--- src/rtl/pseudorandom_wb.sv ---
// ----------------------------------------------------------------------------
// pseudorandom_wb
//   Wishbone-slave xorshift32 pseudorandom number generator.
//
//   Register map (byte offsets inside the BASE_ADDR window, decoded on adr[3:2]):
//     0x00 CTRL  RW  bit0 RUN  : advance the state every clock
//                    bit1 AUTO : advance the state after each DATA read
//     0x04 SEED  WO  byte-merged load of the state; zero loads DEFAULT_SEED;
//                    clears COUNT; reads as 0
//     0x08 DATA  RO  current state (pre-advance value)
//     0x0C COUNT RO  advances since the last seed or reset (wraps)
//
//   Ports:
//     clk       system / Wishbone clock
//     rst_n     asynchronous active-low reset
//     wb_cyc_i  bus cycle valid
//     wb_stb_i  strobe
//     wb_we_i   1 = write
//     wb_sel_i  byte lanes (writes only)
//     wb_adr_i  byte address
//     wb_dat_i  write data
//     wb_dat_o  read data, valid while wb_ack_o = 1
//     wb_ack_o  single-cycle acknowledge
// ----------------------------------------------------------------------------
module pseudorandom_wb #(
    parameter logic [31:0] BASE_ADDR    = 32'h3000_0000,
    parameter logic [31:0] DEFAULT_SEED = 32'h0000_0001
) (
    input  logic        clk,
    input  logic        rst_n,
    input  logic        wb_cyc_i,
    input  logic        wb_stb_i,
    input  logic        wb_we_i,
    input  logic [3:0]  wb_sel_i,
    input  logic [31:0] wb_adr_i,
    input  logic [31:0] wb_dat_i,
    output logic [31:0] wb_dat_o,
    output logic        wb_ack_o
);

    typedef enum logic [1:0] {
        REG_CTRL  = 2'd0,
        REG_SEED  = 2'd1,
        REG_DATA  = 2'd2,
        REG_COUNT = 2'd3
    } reg_e;

    localparam logic [1:0] CTRL_RESET = 2'b10;

    // xorshift32 step; a nonzero state never maps to zero.
    function automatic logic [31:0] xorshift32_step(input logic [31:0] s);
        logic [31:0] t;
        t = s ^ (s << 13);
        t = t ^ (t >> 17);
        return t ^ (t << 5);
    endfunction

    logic [31:0] state_q, state_d;
    logic [31:0] count_q, count_d;
    logic [1:0]  ctrl_q,  ctrl_d;
    logic        ack_q,   ack_d;
    logic [31:0] dat_q,   dat_d;

    logic        sel_hit;
    logic        take;
    logic        is_rd;
    logic        is_wr;
    reg_e        reg_sel;
    logic        seed_wr;
    logic        auto_rd;
    logic        advance;
    logic [31:0] merged;

    // Address bits outside the decode are intentionally ignored.
    logic        unused_adr_bits;
    assign unused_adr_bits = ^{wb_adr_i[7:4], wb_adr_i[1:0]};

    always_comb begin
        sel_hit = wb_cyc_i & wb_stb_i & (wb_adr_i[31:8] == BASE_ADDR[31:8]);
        // No new access is accepted while an ack is high, so a held strobe
        // is acknowledged once per two cycles.
        take    = sel_hit & ~ack_q;
        is_rd   = take & ~wb_we_i;
        is_wr   = take &  wb_we_i;
        reg_sel = reg_e'(wb_adr_i[3:2]);

        ctrl_d = ctrl_q;
        if (is_wr && (reg_sel == REG_CTRL) && wb_sel_i[0]) begin
            ctrl_d = wb_dat_i[1:0];
        end

        merged[7:0]   = wb_sel_i[0] ? wb_dat_i[7:0]   : state_q[7:0];
        merged[15:8]  = wb_sel_i[1] ? wb_dat_i[15:8]  : state_q[15:8];
        merged[23:16] = wb_sel_i[2] ? wb_dat_i[23:16] : state_q[23:16];
        merged[31:24] = wb_sel_i[3] ? wb_dat_i[31:24] : state_q[31:24];

        seed_wr = is_wr && (reg_sel == REG_SEED);
        auto_rd = is_rd && (reg_sel == REG_DATA) && ctrl_q[1];
        // RUN and an AUTO read coinciding still yield a single step.
        advance = ctrl_q[0] | auto_rd;

        state_d = state_q;
        count_d = count_q;
        if (seed_wr) begin
            state_d = (merged == '0) ? DEFAULT_SEED : merged;
            count_d = '0;
        end else if (advance) begin
            state_d = xorshift32_step(state_q);
            count_d = count_q + 32'd1;
        end

        // Read data reflects register values before this edge's update.
        dat_d = '0;
        if (is_rd) begin
            unique case (reg_sel)
                REG_CTRL:  dat_d = {30'd0, ctrl_q};
                REG_SEED:  dat_d = '0;
                REG_DATA:  dat_d = state_q;
                REG_COUNT: dat_d = count_q;
            endcase
        end

        ack_d = take;
    end

    always_ff @(posedge clk or negedge rst_n) begin
        if (!rst_n) begin
            state_q <= DEFAULT_SEED;
            count_q <= '0;
            ctrl_q  <= CTRL_RESET;
            ack_q   <= 1'b0;
            dat_q   <= '0;
        end else begin
            state_q <= state_d;
            count_q <= count_d;
            ctrl_q  <= ctrl_d;
            ack_q   <= ack_d;
            dat_q   <= dat_d;
        end
    end

    assign wb_ack_o = ack_q;
    assign wb_dat_o = dat_q;

endmodule

--- config.mk ---
export PLATFORM = sky130hd
export DESIGN_NAME = pseudorandom_wb
export DESIGN_NICKNAME = d
export VERILOG_FILES = /design/src/rtl/pseudorandom_wb.sv
export SDC_FILE = /design/constraint.sdc
export NUM_CORES = 1
export LEC_CHECK = 0
export CORE_MARGIN = 5
export CORE_UTILIZATION = 29
export DETAILED_ROUTE_END_ITERATION = 8
export PLACE_DENSITY = 0.6
export SLEW_MARGIN = 15
export SYNTH_ARGS = -nofsm -noshare
export SYNTH_HDL_FRONTEND = slang
export SYNTH_SLANG_ARGS = --single-unit
export TNS_END_PERCENT = 20
--- constraint.sdc ---
create_clock -name clk -period 5.1 [get_ports clk]
set_input_delay 1.53 -clock clk [delete_from_list [all_inputs] [get_ports clk]]
set_output_delay 1.53 -clock clk [all_outputs]
set_load 0.01 [all_outputs]
==> results_dict.tcl, run 1 <==
set metrics [dict create \
    status "complete, no violations" \
    place_ws_ns 0.7923 \
    path_class "in -> reg" \
    num_io_pins 106 \
    use_met2_pct 24.38 \
    met1_usage_pct 23.36 \
    busiest_layer "met2" \
    gp_congestion 0.9278 \
    syn_avg_cell_area_sq_um 9.609 \
    drive_above_1_share_pct 7.275 \
    port_buffers 99 \
    coreArea_sq_um 20230 \
    synth_fp_nets 695 \
    grt_pass1_wl_um 30070 \
    fin_ws_ns 1.128 \
    routedWlPerCell_um 19.55 \
    max-cap-violations 0 \
    maxSlewHeadroom_pct 52.56 \
    synth.distinct_cells 63 \
    fmax_ghz 0.2518 \
    cts_tree "yes" \
    finalHoldViolCount 0 \
    critPathBufInv 1 \
    worstMarginPinSlew_ns 0.7117 \
    crit_slowest_cell "or4_4" \
    final_nets 770 \
    fin_skew_ns 0.006515 \
    use_met3_pct 2.460 \
    report.final.slew_viol_count 0 \
    clock-sinks 99 \
    die_w_um 153.4 \
    ant_nets 0 \
    ys.flop_type "dfrtp_1" \
    ys_seq_area_share_pct 41.56 \
    crit_arrival_ns 4.20 \
    grt_pass1_vias 5111 \
    hold_path_class "reg -> reg" \
    cp-start-kind "input pin" \
    leakage_nw 2.951 \
    initial_core_util_pct 29.49 \
    wirelength_um 18980 \
    fp-row-count 52 \
    cts_resized 0 \
    critPathRequiredTime_ns 5.33 \
    synth-edff-count 0 \
    netlist_instances 621 \
    postPlaceCellArea_sq_um 7211 \
    grt_usage_pct 16.09 \
    slowest_delay_ns 0.57 \
    drtPass1Iterations 5 \
    power_density_nw_per_um2 210.1 \
    antenna_found_initial 0 \
    critPathMaxFanout 9 \
    finalCritPeriodShare_pct 77.88 \
    design_area_sq_um 7503 \
    postCtsSetupRepairBufs 0 \
    fin_tns_setup_ns 0 \
    detailed_place_hpwl_um 13830 \
    yosysWarnings 0 \
    vias_per_cell 5.409 \
    cp-end-kind "register" \
    fin_util_pct 37.08 \
    die_h_um 153.4 \
    cts_buffers 9 \
    clockRootBuffer "clkbuf_16" \
    cp_cell_sequence "clkdlybuf4s50_1, or4_4, nor3_4, and3_1, nor2_1, a221o_1" \
    ctsHoldBuffers 0 \
    gr-total-overflow 0 \
    cts_buffer_depth 2 \
    rsz0062_at_grt "no" \
    area_delta_synth_final_pct 25.75 \
    clock_latency_ns 0.35 \
    place_inst 955 \
    setup_violations 0 \
    path_clk_slew_ns 0.07 \
    die_area_sq_um 23540 \
    critPathTopFamily "simple AND/OR/NAND/NOR gates" \
    synthArstFlopShare_pct 100.0 \
    htree_num_levels 3 \
    ir_drop_mv 0.1433 \
    grt_start_max_net_pins 59 \
    drtIter0Drc 434 \
    via_count 5252 \
    ys_ff_latch 99 \
    min_period_ns 3.972 \
    synth.cell_area_sq_um 5967 \
    drt_drc_violations_left 0 \
    final_cells 971 \
    layout_common_cells "dfrtp_1, clkdlybuf4s50_1, mux2i_1, nor2_1, a21oi_1" \
    n_antenna_cell 0 \
]
## metal layers
metal / routed length [um] / up-vias
li1: - / 2480
met1: 8917 / 2530
met2: 8392 / 216
met3: 1238 / 26
met4: 436 / 0
met5: 0 / -
## worst reg2reg max path, cell delays in order (launching register included)
cell and delay, ns:
dfstp_2 0.54, nor4bb_1 0.58, or2_2 0.23, a31oi_1 0.12, buf_4 0.22, nor2_1 0.53
a221oi_1 0.20
## final timing paths
check | to | cells after the start | slack (ns) | from
max | state_q[26] | 6 | 1.13 | wb_adr_i[18]
min | wb_dat_o[31] | 2 | 0.56 | count_q[31]
max reg2reg | state_q[2] | 6 | 2.54 | ctrl_q[1]
min reg2reg | wb_dat_o[31] | 2 | 0.56 | count_q[31]
max in group asynchronous | ctrl_q[1] | 2 | 3.01 | rst_n
min in group asynchronous | state_q[8] | 1 | 1.21 | rst_n
## area by class of cell
type                    instances  area, sq um
multi-input cells             455         3206
well taps                     270        337.8
repair buffers                116         1136
fillers                      2020        12730
inverters                      15        56.30
clock inverters                 4        31.28
clock buffers                  12        256.5
flip-flops and latches         99         2480
## kinds of logic (layout without fill, tap and decap cells)
logic type	count (synthesis)	after routing	synth area share [%]
and+or+nand+nor	196	196	18.98
AOI/OAI and AO/OA	152	152	17.13
DFF	99	99	41.56
buffers and inverters	67	147	4.802
xor gates and xnor gates	59	59	9.373
muxes	47	47	7.947
adders and majority gates	1	1	0.2097
## registers in the layout, indices dropped and copies added (netlist names)
name,flops
ctrl_q,2
wb_ack_o,1
wb_dat_o,32
count_q,32
state_q,32
## through the flow
step	hold slack [ns]	total power, mW
floorplan	0.5054	0.8302
global placement	0.5434	0.9139
detailed placement	0.5452	0.9145
CTS	0.5605	1.594
global route	0.5988	1.629
finish	0.5640	1.576
## power by group
part           internal (mW)  leakage (nW)  switching (mW)
registers              0.785          1.32     0.000000792
clock network          0.362         0.144           0.316
logic                 0.0600          1.48          0.0537
total                   1.21          2.95           0.370
## synthesized netlist by cell type (3+ instances only)
library cell  instances  area share (%)
xnor2_1              40             5.9
xor2_1               16             2.3
nor2b_1               4            0.42
inv_1                15            0.94
nand3_1              15             1.3
buf_2                10            0.84
clkbuf_1             35             2.2
mux2_2                3            0.57
buf_1                 4            0.25
o221ai_1              4            0.59
o21ai_0              23             1.9
a22oi_1               3            0.38
nor4_1               16             1.7
and2_1                3            0.31
a221oi_1              5            0.73
dfrtp_1              97              41
a31oi_1               5            0.52
nor4b_1               4            0.59
or4_1                30             3.8
nor2_1               44             2.8
a2bb2oi_1            10             1.5
o22ai_1              13             1.4
a221o_1               3            0.50
a21oi_1              43             3.6
buf_6                 3            0.57
a22o_1                4            0.59
nor3b_1               3            0.38
nor3_1               10            0.84
o31ai_1              24             3.0
nand2_1              25             1.6
nand4_1              22             2.3
mux2i_1              44             7.4
No activity file was read; power rests on OpenSTA's default activity.
==> inputs of run 2 (changes only) <==
==> constraint.sdc (replaced) <==
create_clock -name clk -period 3.9 [get_ports clk]
set_input_delay 1.17 -clock clk [delete_from_list [all_inputs] [get_ports clk]]
set_output_delay 1.17 -clock clk [all_outputs]
set_load 0.01 [all_outputs]
==> run 2 against run 1 <==
Compared with the run above:
- count of clock-buffer cells in the layout unchanged
- combinational power rose by 33%
- first-iteration DRC count grew 10%
- worst setup slack got worse by 0.63 ns
- register-to-register slack worse by 1.1 ns
- cell area is 0.98% higher
- via count rose by 1.5%
- cell count is 0.62% higher
- sequential share of layout area down 0.32 points
- global-route usage is 0.40 points lower
- clock skew increased by 0.0013 ns
- largest cell class unchanged
==> results_dict.tcl, run 2 (same netlist as run 1, synthesis figures left out) <==
set metrics [dict create \
    coreArea_sq_um 20230 \
    power_density_nw_per_um2 274.0 \
    design_power_total_mw 2.076 \
    status "complete, no violations" \
    crit_slowest_cell "or4_4" \
    ctsHoldBuffers 0 \
    finalCritPeriodShare_pct 87.32 \
    maxSlewHeadroom_pct 28.22 \
    drt_drc_violations_left 0 \
    nFillCells 2014 \
    fmax_ghz 0.2936 \
    drtIter0Drc 479 \
    rsz0062_at_grt "no" \
    final_nets 776 \
    worstMarginPinSlew_ns 1.074 \
    n_antenna_cell 0 \
    cp_cell_sequence "clkdlybuf4s50_1, or4_4, nor3_4, a31oi_4, buf_12, or4_1, a21oi_1" \
    clock_latency_ns 0.35 \
    slowest_delay_ns 0.57 \
    wirelength_um 18980 \
    routedWlPerCell_um 19.42 \
    antenna_found_initial 0 \
    report.final.slew_viol_count 0 \
    max-cap-violations 0 \
    fin_tns_setup_ns 0 \
    cts_buffer_depth 2 \
    fp-row-count 52 \
    clockRootBuffer "clkbuf_16" \
    grt_usage_pct 15.69 \
    clock-sinks 99 \
    cts_resized 0 \
    cp-end-kind "register" \
    vias_per_cell 5.459 \
    drive_above_1_share_pct 8.062 \
    grt_start_max_net_pins 59 \
    hold_path_class "reg -> reg" \
    initial_core_util_pct 29.49 \
    critPathMaxFanout 58 \
    port_buffers 99 \
    path_class "in -> reg" \
    die_h_um 153.4 \
    critPathRequiredTime_ns 4.17 \
    ant_nets 0 \
    fin_skew_ns 0.007822 \
    finalHoldViolCount 0 \
    via_count 5333 \
    ir_drop_mv 0.1443 \
    drtPass1Iterations 5 \
    layout_common_cells "dfrtp_1, clkdlybuf4s50_1, mux2i_1, nor2_1, a21oi_1" \
    die_w_um 153.4 \
    die_area_sq_um 23540 \
    setup_violations 0 \
    grt_pass1_wl_um 29140 \
    area_delta_synth_final_pct 26.99 \
    num_io_pins 106 \
    cp-start-kind "input pin" \
    grt_pass1_vias 5023 \
    detailed_place_hpwl_um 13660 \
    cts_buffers 9 \
    cts_tree "yes" \
    path_clk_slew_ns 0.07 \
    gp_congestion 0.9000 \
    min_period_ns 3.406 \
    postCtsSetupRepairBufs 0 \
    leakage_nw 2.994 \
    gr-total-overflow 0 \
    htree_num_levels 3 \
    crit_arrival_ns 3.68 \
]
## run 2: routing by layer
layer  share of wire, %  GRT usage [%]
met5                  0              0
met3                7.1          2.912
met2                 44          23.90
met4                2.0          5.509
met1                 47          22.35
## run 2: critical path, delay by kind of cell
family	cells	cell delay (ns)
AO/OA/AOI/OAI	2	0.32
buffers and inverters	2	0.61
AND/OR/NAND/NOR	3	1.54
## run 2: stage by stage
| stage | utilization [%] | instances | setup slack, ns | hold WS (ns) | area (sq um) |
|---|---|---|---|---|---|
| final | 37.45 | 977 | 0.4945 | 0.5662 | 7577 |
| after global routing | 37.45 | 977 | 0.4154 | 0.5949 | 7577 |
| after CTS | 37.45 | 977 | 0.5354 | 0.5734 | 7577 |
| after detailed placement | 35.98 | 961 | 0.1685 | 0.5579 | 7281 |
| after global placement | 35.98 | 961 | 0.1840 | 0.5508 | 7281 |
| after floorplan | - | 621 | 0.8050 | 0.5054 | 5967 |
## run 2: cell type report
type                    instances  area, sq um  area share [%]
repair buffers                122         1206           15.92
inverters                      15        56.30          0.7431
well taps                     270        337.8           4.458
clock buffers                  12        266.5           3.517
clock inverters                 4        30.03          0.3963
flip-flops and latches         99         2480           32.73
multi-input cells             455         3201           42.24
## run 2: path summary, 6_finish.rpt
path,slack (ns),depth (start not counted),startpoint,endpoint
worst min register to register,0.57,2,count_q[14],count_q[14]
worst min-delay path,0.57,2,count_q[14],count_q[14]
max in group asynchronous,2.28,2,rst_n,ctrl_q[1]
worst max-delay path,0.49,7,wb_adr_i[18],count_q[11]
min in group asynchronous,0.85,1,rst_n,state_q[4]
worst max register to register,1.49,4,count_q[1],count_q[10]
## run 2: report_power, final
group,internal (mW),switching [mW]
clock network,0.489,0.409
logic,0.0810,0.0709
registers,1.03,0.00000104
==> inputs of run 3 (changes only) <==
--- a/config.mk
+++ b/config.mk
@@ -5,6 +5,7 @@
 export SDC_FILE = /design/constraint.sdc
 export NUM_CORES = 1
 export LEC_CHECK = 0
+export CAP_MARGIN = 20
 export CORE_MARGIN = 5
 export CORE_UTILIZATION = 29
 export DETAILED_ROUTE_END_ITERATION = 8
==> run 3 against run 2 <==
Compared with the run above:
- highest routed layer unchanged
- cell area increased by 0.20%
- die area unchanged
- sequential power about the same
- combinational power about the same
==> results_dict.tcl, run 3 (same netlist as run 1, synthesis figures left out) <==
set metrics [dict create \
    status "complete, no violations" \
    cts_buffer_depth 2 \
    place_inst 961 \
    coreArea_sq_um 20230 \
    min_to "count_q[14]" \
    r2r_slack_ns 1.52 \
    die_area_sq_um 23540 \
    clockRootBuffer "clkbuf_16" \
    critPathRequiredTime_ns 4.17 \
    hold_path_class "reg -> reg" \
    ff2ff_path_depth 6 \
    clock-sinks 99 \
    gr-total-overflow 0 \
    finalCritPeriodShare_pct 86.63 \
    die_h_um 153.4 \
    clock_latency_ns 0.35 \
    leakage_nw 3.002 \
    port_buffers 99 \
    gp_congestion 0.9000 \
    cp-end-kind "register" \
    fmax_ghz 0.2960 \
    worstMarginPinSlew_ns 0.7172 \
    final_nets 777 \
    fp-row-count 52 \
    final_cells 978 \
    report.final.slew_viol_count 0 \
    wirelength_um 18940 \
    n_antenna_cell 0 \
    fin_util_pct 37.52 \
    die_w_um 153.4 \
    drtPass1Iterations 5 \
    antenna_found_initial 0 \
    grt_pass1_vias 5023 \
    min_path_cells 2 \
    r2r-end "count_q[11]" \
    initial_core_util_pct 29.49 \
    power_density_nw_per_um2 273.2 \
    num_io_pins 106 \
    drt_drc_violations_left 0 \
    vias_per_cell 5.439 \
    cp-start-kind "input pin" \
    path_class "in -> reg" \
    setup_violations 0 \
    max-cap-violations 0 \
    postPlaceCellArea_sq_um 7281 \
    detailed_place_hpwl_um 13660 \
    layout_common_cells "dfrtp_1, clkdlybuf4s50_1, mux2i_1, nor2_1, a21oi_1" \
    path_clk_slew_ns 0.07 \
    critPathMaxFanout 58 \
    drtIter0Drc 455 \
    cts_tree "yes" \
    drive_above_1_share_pct 8.192 \
    ir_drop_mv 0.1458 \
    cts_buffers 9 \
    htree_num_levels 3 \
    min_from "count_q[14]" \
    ctsHoldBuffers 0 \
    ant_nets 0 \
    grt_usage_pct 15.69 \
    cts_resized 0 \
    rsz0062_at_grt "no" \
    finalHoldViolCount 0 \
    fin_skew_ns 0.008636 \
    postCtsSetupRepairBufs 0 \
    crit_arrival_ns 3.65 \
    maxSlewHeadroom_pct 52.18 \
    area_delta_synth_final_pct 27.24 \
    via_count 5319 \
    fin_tns_setup_ns 0 \
    grt_start_max_net_pins 59 \
    hold_ws_ns 0.5692 \
    reg2reg_from "wb_ack_o" \
    routedWlPerCell_um 19.37 \
    grt_pass1_wl_um 29140 \
    design_area_sq_um 7592 \
    min_period_ns 3.378 \
]
## run 3: changes by cell type in the layout (fill, tap and decap cells not counted), sizes merged
cell	change
buf	+1
## run 3: through the flow
step	power, mW	worst slack (ns)
after CTS	2.103	0.5354
after floorplan	1.086	0.8050
final	2.074	0.5216
after global routing	2.151	0.4154
after global placement	1.199	0.1840
after detailed placement	1.199	0.1685
## run 3: how the worst max path moves through the flow
stage	from	endpoint	slack, ns	depth (start not counted)
2_1_floorplan	wb_adr_i[18]	count_q[21]	0.81	7
3_3_place_gp	wb_adr_i[15]	state_q[23]	0.18	7
3_5_place_dp	wb_adr_i[15]	state_q[23]	0.17	7
4_1_cts	wb_adr_i[18]	count_q[10]	0.54	7
5_1_grt	wb_adr_i[18]	state_q[10]	0.42	7
6_report	wb_adr_i[18]	count_q[11]	0.52	7
## run 3: critical path, stage by stage
cell,delay (ns)
clkdlybuf4s50_1,0.40
or4_4,0.57
nor3_4,0.42
a31oi_4,0.15
buf_12,0.21
or4_1,0.53
a21oi_1,0.16
## run 3: area by class of cell
class                           count  area (sq um)
Sequential cell                    99          2480
Fill cell                        2015         12640
Clock inverter                      4         30.03
Timing Repair Buffer              123          1221
Multi-Input combinational cell    455          3201
Tap cell                          270         337.8
Clock buffer                       12         266.5
Inverter                           15         56.30
## run 3: layer usage
layer,GRT usage (%),up-vias,share of wire [%],wire length (um)
li1,-,2506,-,-
met1,22.35,2582,47,8862
met2,23.90,207,45,8465
met3,2.912,24,6.7,1262
met4,5.509,0,1.9,353
met5,0,-,0,0
## run 3: power breakdown
group / switching (mW) / internal (mW) / total [mW]
logic: 0.0710 / 0.0810 / 0.152
registers: 0.00000104 / 1.03 / 1.03
clock network: 0.407 / 0.489 / 0.896
